[src/rtl/prefix_adder_pipe_if.sv]
// Operand/result bundle for prefix_adder_pipe.
// Handshake: a transfer happens on a rising edge where valid && ready are both 1.
// The sender holds its payload and valid steady until that edge, and ready never depends on valid.
interface prefix_adder_pipe_if #(
  parameter int WIDTH = 32
);
  logic             in_valid;
  logic             in_ready;
  logic [WIDTH-1:0] A;
  logic [WIDTH-1:0] B;
  logic [1:0]       op;
  logic             cin;
  logic             out_valid;
  logic             out_ready;
  logic [WIDTH-1:0] sum;
  logic             cout;
  logic             ovf;
  logic             zero;
  logic             neg;

  modport master (
    output in_valid, A, B, op, cin, out_ready,
    input  in_ready, out_valid, sum, cout, ovf, zero, neg
  );

  modport slave (
    input  in_valid, A, B, op, cin, out_ready,
    output in_ready, out_valid, sum, cout, ovf, zero, neg
  );
endinterface

[src/rtl/prefix_adder_pipe.sv]
// Three-stage pipelined add/sub with a Kogge-Stone carry tree and a global stall.
// S1: per-bit P/G, S2: group P/G out of the prefix tree, S3: sum and flags.
module prefix_adder_pipe #(
  parameter int WIDTH = 32
) (
  input logic                clk,
  input logic                reset_n,
  prefix_adder_pipe_if.slave bus
);
  localparam int LEVELS = $clog2(WIDTH);

  if (WIDTH < 8 || WIDTH > 64 || (WIDTH & (WIDTH - 1)) != 0) begin : g_bad_width
    $error("prefix_adder_pipe: WIDTH must be a power of two from 8 to 64");
  end

  // Returns {group_g, group_p}; bit i covers bits i..0 once every span is applied.
  function automatic logic [2*WIDTH-1:0] prefix_tree(input logic [WIDTH-1:0] g_in,
                                                     input logic [WIDTH-1:0] p_in);
    logic [WIDTH-1:0] g, p, g_nx, p_nx;
    g = g_in;
    p = p_in;
    for (int l = 0; l < LEVELS; l++) begin
      g_nx = g;
      p_nx = p;
      for (int i = (1 << l); i < WIDTH; i++) begin
        g_nx[i] = g[i] | (p[i] & g[i - (1 << l)]);
        p_nx[i] = p[i] & p[i - (1 << l)];
      end
      g = g_nx;
      p = p_nx;
    end
    return {g, p};
  endfunction

  logic             advance;
  logic             v1, v2, v3;
  logic [WIDTH-1:0] p1, g1;
  logic             c0_1, a_msb1, bx_msb1;
  logic [WIDTH-1:0] p2, gg2, pg2;
  logic             c0_2, a_msb2, bx_msb2;
  logic [WIDTH-1:0] sum3;
  logic             cout3, ovf3, zero3, neg3;

  logic [WIDTH-1:0] bx;
  logic             c0;
  logic [WIDTH-1:0] gg_nx, pg_nx;
  logic [WIDTH-1:0] carries;
  logic [WIDTH-1:0] sum_nx;
  logic             cout_nx;

  // op[0] selects subtraction; op[1] takes the carry from cin instead of op[0].
  assign bx = bus.op[0] ? ~bus.B : bus.B;
  assign c0 = bus.op[1] ? bus.cin : bus.op[0];

  assign {gg_nx, pg_nx} = prefix_tree(g1, p1);

  // Carry into bit i is the group generate of bits i-1..0 with c0 folded in.
  assign carries = {gg2[WIDTH-2:0] | (pg2[WIDTH-2:0] & {(WIDTH-1){c0_2}}), c0_2};
  assign sum_nx  = p2 ^ carries;
  assign cout_nx = gg2[WIDTH-1] | (pg2[WIDTH-1] & c0_2);

  assign advance      = !v3 || bus.out_ready;
  assign bus.in_ready = advance;

  always_ff @(posedge clk or negedge reset_n) begin
    if (!reset_n) begin
      v1      <= 1'b0;
      v2      <= 1'b0;
      v3      <= 1'b0;
      p1      <= '0;
      g1      <= '0;
      c0_1    <= 1'b0;
      a_msb1  <= 1'b0;
      bx_msb1 <= 1'b0;
      p2      <= '0;
      gg2     <= '0;
      pg2     <= '0;
      c0_2    <= 1'b0;
      a_msb2  <= 1'b0;
      bx_msb2 <= 1'b0;
      sum3    <= '0;
      cout3   <= 1'b0;
      ovf3    <= 1'b0;
      zero3   <= 1'b0;
      neg3    <= 1'b0;
    end else if (advance) begin
      v1      <= bus.in_valid;
      p1      <= bus.A ^ bx;
      g1      <= bus.A & bx;
      c0_1    <= c0;
      a_msb1  <= bus.A[WIDTH-1];
      bx_msb1 <= bx[WIDTH-1];

      v2      <= v1;
      p2      <= p1;
      gg2     <= gg_nx;
      pg2     <= pg_nx;
      c0_2    <= c0_1;
      a_msb2  <= a_msb1;
      bx_msb2 <= bx_msb1;

      v3      <= v2;
      sum3    <= sum_nx;
      cout3   <= cout_nx;
      ovf3    <= (a_msb2 == bx_msb2) && (sum_nx[WIDTH-1] != a_msb2);
      zero3   <= (sum_nx == '0);
      neg3    <= sum_nx[WIDTH-1];
    end
  end

  assign bus.out_valid = v3;
  assign bus.sum       = sum3;
  assign bus.cout      = cout3;
  assign bus.ovf       = ovf3;
  assign bus.zero      = zero3;
  assign bus.neg       = neg3;
endmodule

[src/flat_wrapper.sv]
// flat-port wrapper written by rule: the top's interface ports become plain ports
module prefix_adder_pipe_flat 
#(
  parameter int WIDTH = 32
)
  (clk, reset_n, bus_in_valid, bus_A, bus_B, bus_op, bus_cin, bus_out_ready, bus_in_ready, bus_out_valid, bus_sum, bus_cout, bus_ovf, bus_zero, bus_neg);
  prefix_adder_pipe_if #(.WIDTH(WIDTH)) bus_i ();
  input logic clk;
  input logic reset_n;
  input wire logic [$bits(bus_i.in_valid)-1:0] bus_in_valid;
  input wire logic [$bits(bus_i.A)-1:0] bus_A;
  input wire logic [$bits(bus_i.B)-1:0] bus_B;
  input wire logic [$bits(bus_i.op)-1:0] bus_op;
  input wire logic [$bits(bus_i.cin)-1:0] bus_cin;
  input wire logic [$bits(bus_i.out_ready)-1:0] bus_out_ready;
  output wire logic [$bits(bus_i.in_ready)-1:0] bus_in_ready;
  output wire logic [$bits(bus_i.out_valid)-1:0] bus_out_valid;
  output wire logic [$bits(bus_i.sum)-1:0] bus_sum;
  output wire logic [$bits(bus_i.cout)-1:0] bus_cout;
  output wire logic [$bits(bus_i.ovf)-1:0] bus_ovf;
  output wire logic [$bits(bus_i.zero)-1:0] bus_zero;
  output wire logic [$bits(bus_i.neg)-1:0] bus_neg;
  assign bus_i.in_valid = bus_in_valid;
  assign bus_i.A = bus_A;
  assign bus_i.B = bus_B;
  assign bus_i.op = bus_op;
  assign bus_i.cin = bus_cin;
  assign bus_i.out_ready = bus_out_ready;
  assign bus_in_ready = bus_i.in_ready;
  assign bus_out_valid = bus_i.out_valid;
  assign bus_sum = bus_i.sum;
  assign bus_cout = bus_i.cout;
  assign bus_ovf = bus_i.ovf;
  assign bus_zero = bus_i.zero;
  assign bus_neg = bus_i.neg;
  prefix_adder_pipe #(.WIDTH(WIDTH)) u_core (.clk(clk), .reset_n(reset_n), .bus(bus_i));
endmodule
[config.mk]
export PLATFORM = sky130hd
export DESIGN_NAME = prefix_adder_pipe_flat
export DESIGN_NICKNAME = d
export VERILOG_FILES = /design/src/rtl/prefix_adder_pipe_if.sv /design/src/rtl/prefix_adder_pipe.sv /design/src/flat_wrapper.sv
export SDC_FILE = /design/constraint.sdc
export NUM_CORES = 1
export LEC_CHECK = 0
export ABC_AREA = 1
export BUFFER_PORTS_ARGS = -buffer_cell sky130_fd_sc_hd__clkbuf_2
export CAP_MARGIN = 5
export CORE_AREA = 2 2 156 158
export DETAILED_ROUTE_END_ITERATION = 12
export DIE_AREA = 0 0 158 160
export SLEW_MARGIN = 20
export SYNTH_ARGS = -nofsm -noshare
export SYNTH_HDL_FRONTEND = slang
export SYNTH_SLANG_ARGS = --single-unit
export TNS_END_PERCENT = 10
[constraint.sdc]
create_clock -name clk -period 3.9 [get_ports clk]
set_clock_uncertainty 0.15 [all_clocks]
set_input_delay 0.195 -clock clk [delete_from_list [all_inputs] [get_ports clk]]
set_output_delay 0.195 -clock clk [all_outputs]
set_load 0.03 [all_outputs]
==> impl_metrics.env, run 1 <==
export IMPL_drive_above_1_share_pct=10.42
export IMPL_first_iter_violations=574
export IMPL_crit_start="u_core.bus.out_valid"
export IMPL_layout_common_cells="625 x nand2_1, 203 x dfrtp_1, 158 x inv_1, 124 x o21ai_0, 107 x clkbuf_2"
export IMPL_netlist_top_cells_area="dfrtp_1 48%, nand2_1 22%, o21ai_0 5.9%, inv_1 5.6%, ha_1 3.9%"
export IMPL_critPathKind="register to output port"
export IMPL_cts_tree="built"
export IMPL_clk_pin_slew_ns=0.06
export IMPL_finalHoldViolCount=0
export IMPL_p_clk_share_pct=24.4
export IMPL_setup_worst_path_end="bus_in_ready"
export IMPL_grtUsageTotal_pct=21.66
export IMPL_ys_seq_area_share_pct=48.25
export IMPL_final_antenna_net_count=0
export IMPL_rows=57
export IMPL_clock_path_buffers=3
export IMPL_place_gp_congestion=0.8953
export IMPL_hpwl_um=19100
export IMPL_dieWidth_um=158
export IMPL_final_min_clock_period_ns=2.254
export IMPL_switching_share_pct=40.95
export IMPL_initial_utilization_pct=44.20
export IMPL_crit_path_end_kind="output port"
export IMPL_cp_data_required_time_ns=3.56
export IMPL_synth_warnings=0
export IMPL_fp_coreArea_sq_um=23820
export IMPL_path_max_fanout=113
export IMPL_r2r_end="u_core.bus.zero"
export IMPL_wirelength_um=26430
export IMPL_combPwrFrac_pct=36.4
export IMPL_grt_antenna_before_repair=0
export IMPL_first_pass_iters=8
export IMPL_hold_path_class="input pin to register"
export IMPL_synth_area_sq_um=10530
export IMPL_grt_pass1_vias=8587
export IMPL_fin_setup_tns_ns=0
export IMPL_leakagePower_nw=6.718
export IMPL_cts_setup_buffers=0
export IMPL_die_area_sq_um=25280
export IMPL_clk_latency_ns=0.50
export IMPL_path_depth=4
export IMPL_crit_chain="inv_1 > nor2_4 > inv_6 > clkbuf_2"
export IMPL_max_slew_margin_rel_pct=46.24
export IMPL_synth_seq_cells=203
export IMPL_p_int_mw=4.889
export IMPL_clock_sinks=203
export IMPL_total_power_mw=8.280
export IMPL_synth_nets=1517
export IMPL_cts_resized=0
export IMPL_cts_hold_buffers=48
export IMPL_finalMaxSlewViolations=0
export IMPL_p_sw_mw=3.391
export IMPL_critPathSlowestCell="inv_6"
export IMPL_port_buffers=108
export IMPL_min_period_over_period_pct=57.80
export IMPL_yosysUniqueCellTypes=31
export IMPL_yosysTopAreaCellShare_pct=48.25
export IMPL_final_common_cell="nand2_1"
export IMPL_fillers=2350
export IMPL_nets=1658
export IMPL_cts_root_buf="clkbuf_16"
export IMPL_worstReg2RegStart="u_core.c0_2"
export IMPL_max_slew_worst_pin_slew_ns=0.8064
export IMPL_critical_path_buf_inv_count=3
export IMPL_crit_arrival_ns=1.91
export IMPL_async_flop_share_pct=100.0
export IMPL_status="finished, final reports clean"
export IMPL_critPathLaunchType="register"
export IMPL_grt_pass1_wl_um=43790
export IMPL_syn_inst=1413
export IMPL_dr_total_vias=8967
export IMPL_syn_mean_instance_area_sq_um=7.451
export IMPL_grt_ovfl_total=0
export IMPL_sequentialPowerShare_pct=39.3
export IMPL_vias_per_cell=4.747
export IMPL_reg2reg_depth=9
export IMPL_wl_per_cell_um=13.99
export IMPL_reg2reg_setup_slack_ns=1.74
export IMPL_setup_violations=0
export IMPL_fmax_mhz=443.6
export IMPL_htree_levels=1
export IMPL_grt_max_degree=162
export IMPL_peakVddDrop_uv=244.3
export IMPL_io_pins=109
export IMPL_synth_edf_count=0
export IMPL_maxCapViolCount=0
export IMPL_rsz0062_at_grt="false"
export IMPL_route_detailed_drc=0
export IMPL_cts_buffers=22
export IMPL_max_stage_delay_ns=0.52
export IMPL_synthFlopType="dfrtp_1"
export IMPL_insertedDiodeCount=0
export IMPL_die_height_um=160
export IMPL_areaGrowthSynthToFinish_pct=18.76
export IMPL_yosysTopAreaCell="dfrtp_1"
export IMPL_crit_family="buffers and inverters"
export IMPL_powerDensity_nw_per_um2=662.1
[cells by family (layout without fill, tap and decap cells)]
| group | Yosys count | after routing | share of synthesized area (%) |
|---|---|---|---|
| DFF | 203 | 203 | 48.25 |
| buffers and inverters | 210 | 362 | 8.128 |
| and+or+nand+nor | 757 | 757 | 28.43 |
| AOI/OAI and AO/OA | 177 | 177 | 8.533 |
| adders and majority gates | 33 | 33 | 3.922 |
| xor gates and xnor gates | 33 | 33 | 2.745 |
[power by group through the flow]
| stage | logic, mW | clock network [mW] | registers [mW] |
|---|---|---|---|
| 6_report | 3.01 | 2.02 | 3.25 |
| 3_5_place_dp | 2.97 | 0 | 3.28 |
| 3_3_place_gp | 2.94 | 0 | 3.28 |
| 4_1_cts | 3.04 | 2.07 | 3.25 |
| 2_1_floorplan | 1.80 | 0 | 3.50 |
| 5_1_grt | 3.44 | 2.15 | 3.35 |
[cells in the mapped netlist, types with 8 or more instances]
cell type    n
o21ai_1     16
dfrtp_1    203
clkbuf_1    15
xor2_1      33
buf_2       27
o21ai_0    124
nor2_1      64
a21oi_1     31
nor3_1       8
nand3_1     45
inv_1      158
ha_1        33
nand2_1    625
[registers in the layout, summed over array words and instances, names as in the netlist]
| register | count |
|---|---|
| u_core.g1 | 32 |
| u_core.gg2 | 32 |
| u_core.p1 | 32 |
| u_core.pg2 | 32 |
| u_core.bus.sum | 31 |
| u_core.p2 | 31 |
| u_core.a_msb1 | 1 |
| u_core.a_msb2 | 1 |
| u_core.bus.cout | 1 |
| u_core.bus.neg | 1 |
| u_core.bus.out_valid | 1 |
| u_core.bus.ovf | 1 |
| u_core.bus.zero | 1 |
| u_core.bx_msb1 | 1 |
| u_core.bx_msb2 | 1 |
| u_core.c0_1 | 1 |
| u_core.c0_2 | 1 |
| u_core.v1 | 1 |
| u_core.v2 | 1 |
[layout make-up]
class / count / area [sq um] / area share [%]
clock buffers: 31 / 645.6 / 5.163
clock inverters: 4 / 45.04 / 0.3602
inverters: 162 / 613.1 / 4.903
multi-input cells: 1000 / 4593 / 36.73
flip-flops and latches: 203 / 5080 / 40.62
well taps: 324 / 405.4 / 3.242
repair buffers: 165 / 1122 / 8.975
[worst register-to-register path, stage by stage, from the launching register on]
cell	delay, ns
dfrtp_1	0.54
buf_4	0.37
ha_1	0.30
nor2_1	0.23
nand3_1	0.12
nor2_1	0.09
nand2_1	0.06
nor2_1	0.11
nand2_1	0.06
nand2_1	0.05
[routing by layer]
metal  GRT usage (%)  part of all wire [%]
met2           31.90                    43
met1           34.28                    51
met5               0                     0
met3           2.578                   4.6
met4           4.545                   1.4
[worst min path at each step]
| stage | start | to | slack (ns) | cells after the start |
|---|---|---|---|---|
| 4_1_cts | bus_B[3] | u_core.p1[3] | 0.0003 | 5 |
| 2_1_floorplan | reset_n | u_core.a_msb1 | -0.25 | 0 |
| 3_3_place_gp | reset_n | u_core.bus.sum[5] | 0.17 | 1 |
| 3_5_place_dp | reset_n | u_core.bus.sum[5] | 0.16 | 1 |
| 6_report | bus_B[20] | u_core.p1[20] | 0.003 | 5 |
| 5_1_grt | bus_B[18] | u_core.p1[18] | 0.02 | 5 |
[stage by stage]
stage / hold WS (ns) / std cells / setup slack, ns / cell area [sq um] / util, %
6_report: 0.003004 / 1889 / 1.646 / 12500 / 52.50
3_5_place_dp: 0.1645 / 1806 / 1.766 / 11330 / 47.58
3_3_place_gp: 0.1671 / 1806 / 1.801 / 11330 / 47.58
2_1_floorplan: -0.2506 / 1413 / 2.234 / 10530 / -
4_1_cts: 0.0002676 / 1889 / 1.606 / 12500 / 52.50
5_1_grt: 0.02478 / 1889 / 1.512 / 12500 / 52.50
No activity file was read; power rests on OpenSTA's default activity.
==> inputs of run 2 (changes only) <==
--- a/config.mk
+++ b/config.mk
@@ -11,6 +11,7 @@
 export CORE_AREA = 2 2 156 158
 export DETAILED_ROUTE_END_ITERATION = 12
 export DIE_AREA = 0 0 158 160
+export PLACE_DENSITY = 0.66
 export SLEW_MARGIN = 20
 export SYNTH_ARGS = -nofsm -noshare
 export SYNTH_HDL_FRONTEND = slang
==> constraint.sdc (replaced) <==
create_clock -name clk -period 2 [get_ports clk]
set_clock_uncertainty 0.15 [all_clocks]
set_input_delay 0.1 -clock clk [delete_from_list [all_inputs] [get_ports clk]]
set_output_delay 0.1 -clock clk [all_outputs]
set_load 0.03 [all_outputs]
==> run 2 against run 1 <==
- sequential share of layout area shrank 2.5 points
- non-clock buffer count grew 63
- first-iteration DRC count grew 26%
- die area is the same
- global-route usage grew 1.3 points
- count of clock-buffer cells in the layout grew 3
- worst hold slack gained 0.21 ns
- via count grew 5.6%
- design area grew 6.5%
- clock power grew 120%
- register-to-register slack lost 1.5 ns
- sequential cell count is the same
- critical endpoint unchanged
- highest routed layer unchanged
==> impl_metrics.env, run 2 (synthesis results as in run 1) <==
export IMPL_first_iter_violations=726
export IMPL_powerDensity_nw_per_um2=1276
export IMPL_max_slew_worst_pin_slew_ns=0.4567
export IMPL_clk_latency_ns=0.51
export IMPL_hold_path_class="input pin to register"
export IMPL_route_detailed_drc=0
export IMPL_grt_pass1_wl_um=46150
export IMPL_hpwl_um=19700
export IMPL_peakVddDrop_uv=474.1
export IMPL_nets=1722
export IMPL_crit_family="buffers and inverters"
export IMPL_vias_per_cell=4.839
export IMPL_fmax_mhz=524.9
export IMPL_wirelength_um=28010
export IMPL_cp_data_required_time_ns=1.75
export IMPL_areaGrowthSynthToFinish_pct=26.50
export IMPL_grt_ovfl_total=0
export IMPL_pre_cts_ws_ns=0.2585
export IMPL_leakagePower_nw=7.085
export IMPL_fin_ws_ns=0.09474
export IMPL_combPwrFrac_pct=37.1
export IMPL_cts_root_buf="clkbuf_16"
export IMPL_max_stage_delay_ns=0.35
export IMPL_grtUsageTotal_pct=22.96
export IMPL_clock_path_buffers=3
export IMPL_grt_antenna_before_repair=0
export IMPL_clock_sinks=203
export IMPL_crit_chain="inv_1 > nor2_4 > inv_8 > clkbuf_2"
export IMPL_place_gp_congestion=0.9028
export IMPL_cts_tree="built"
export IMPL_setup_violations=0
export IMPL_reg2reg_depth=10
export IMPL_p_int_mw=10.22
export IMPL_crit_path_end_kind="output port"
export IMPL_io_pins=109
export IMPL_sequentialPowerShare_pct=36.9
export IMPL_cts_setup_buffers=0
export IMPL_path_max_fanout=60
export IMPL_p_sw_mw=6.780
export IMPL_insertedDiodeCount=0
export IMPL_p_clk_share_pct=26.0
export IMPL_rsz0062_at_grt="false"
export IMPL_dr_total_vias=9466
export IMPL_fin_setup_tns_ns=0
export IMPL_crit_arrival_ns=1.66
export IMPL_final_min_clock_period_ns=1.905
export IMPL_whs_path_depth=5
export IMPL_cts_buffers=23
export IMPL_min_period_over_period_pct=95.26
export IMPL_status="finished, final reports clean"
export IMPL_reg2reg_setup_slack_ns=0.23
export IMPL_critPathSlowestCell="dfrtp_1"
export IMPL_initial_utilization_pct=44.20
export IMPL_finalHoldViolCount=0
export IMPL_clk_pin_slew_ns=0.06
export IMPL_dieWidth_um=158
export IMPL_grt_max_degree=92
export IMPL_critical_path_buf_inv_count=3
export IMPL_finalMaxSlewViolations=0
export IMPL_port_buffers=108
export IMPL_drive_above_1_share_pct=10.91
export IMPL_critPathLaunchType="register"
export IMPL_first_pass_iters=5
export IMPL_die_area_sq_um=25280
export IMPL_final_common_cell="nand2_1"
export IMPL_wl_per_cell_um=14.32
export IMPL_critPathKind="register to output port"
export IMPL_utilization_pct=55.91
export IMPL_fp_coreArea_sq_um=23820
export IMPL_layout_common_cells="625 x nand2_1, 203 x dfrtp_1, 158 x inv_1, 124 x o21ai_0, 107 x clkbuf_2"
export IMPL_path_depth=4
export IMPL_switching_share_pct=39.88
export IMPL_rows=57
export IMPL_grt_pass1_vias=9176
export IMPL_max_slew_margin_rel_pct=69.55
export IMPL_maxCapViolCount=0
export IMPL_die_height_um=160
export IMPL_htree_levels=1
export IMPL_final_antenna_net_count=0
==> run 2: what timing repair did <==
action / in CTS / in global routing
endpoints found under the setup margin: 1 / 1
hold endpoints to repair: 272 / 0
hold buffers: 101 / 0
resized for setup: 0 / 1
==> run 2: metrics by stage <==
step	std cells	hold slack (ns)	area (sq um)	total power, mW
detailed placement	1817	-0.04954	11520	12.41
global placement	1817	-0.04440	11520	12.30
global route	1956	0.2247	13320	18.20
finish	1956	0.2119	13320	17.00
CTS	1956	0.1671	13320	17.09
floorplan	1413	-0.3456	10530	10.33
==> run 2: worst register-to-register path: stages (launching register included) <==
cell and delay, ns:
dfrtp_1 0.35, inv_1 0.07, nor2_4 0.27, buf_4 0.37, nor2_1 0.12, nand3_1 0.10, nor2_1 0.04, nand2_1 0.07
nor2_1 0.04, nand2_1 0.05, nand2_1 0.04
==> run 2: worst paths after layout <==
check	start	to
max in group asynchronous	reset_n	u_core.pg2[12]
min in group asynchronous	reset_n	u_core.bus.sum[5]
max reg2reg	u_core.bus.out_valid	u_core.bus.zero
max	u_core.bus.out_valid	bus_in_ready
min	bus_op[0]	u_core.g1[4]
min reg2reg	u_core.v2	u_core.bus.out_valid
==> run 2: final cells by class <==
type | count | area [sq um]
fillers | 2255 | 10500
flip-flops and latches | 203 | 5080
multi-input cells | 1000 | 4593
repair buffers | 228 | 1828
clock buffers | 34 | 696.9
inverters | 162 | 615.6
well taps | 324 | 405.4
clock inverters | 5 | 100.1
==> run 2: layer usage <==
layer / wire length (um) / track usage [%] / vias to the layer above
met2: 12800 / 36.11 / 236
met3: 1583 / 2.741 / 39
li1: - / - / 4765
met5: 0 / 0 / -
met4: 537 / 6.102 / 0
met1: 13090 / 33.74 / 4426
==> run 2: power groups by stage <==
| stage | Sequential (mW) | Clock, mW | Combinational, mW |
|---|---|---|---|
| after floorplan | 6.82 | 0 | 3.51 |
| after global placement | 6.31 | 0 | 5.99 |
| after detailed placement | 6.34 | 0 | 6.06 |
| after CTS | 6.28 | 4.49 | 6.31 |
| after global routing | 6.46 | 4.64 | 7.11 |
| final | 6.28 | 4.41 | 6.31 |
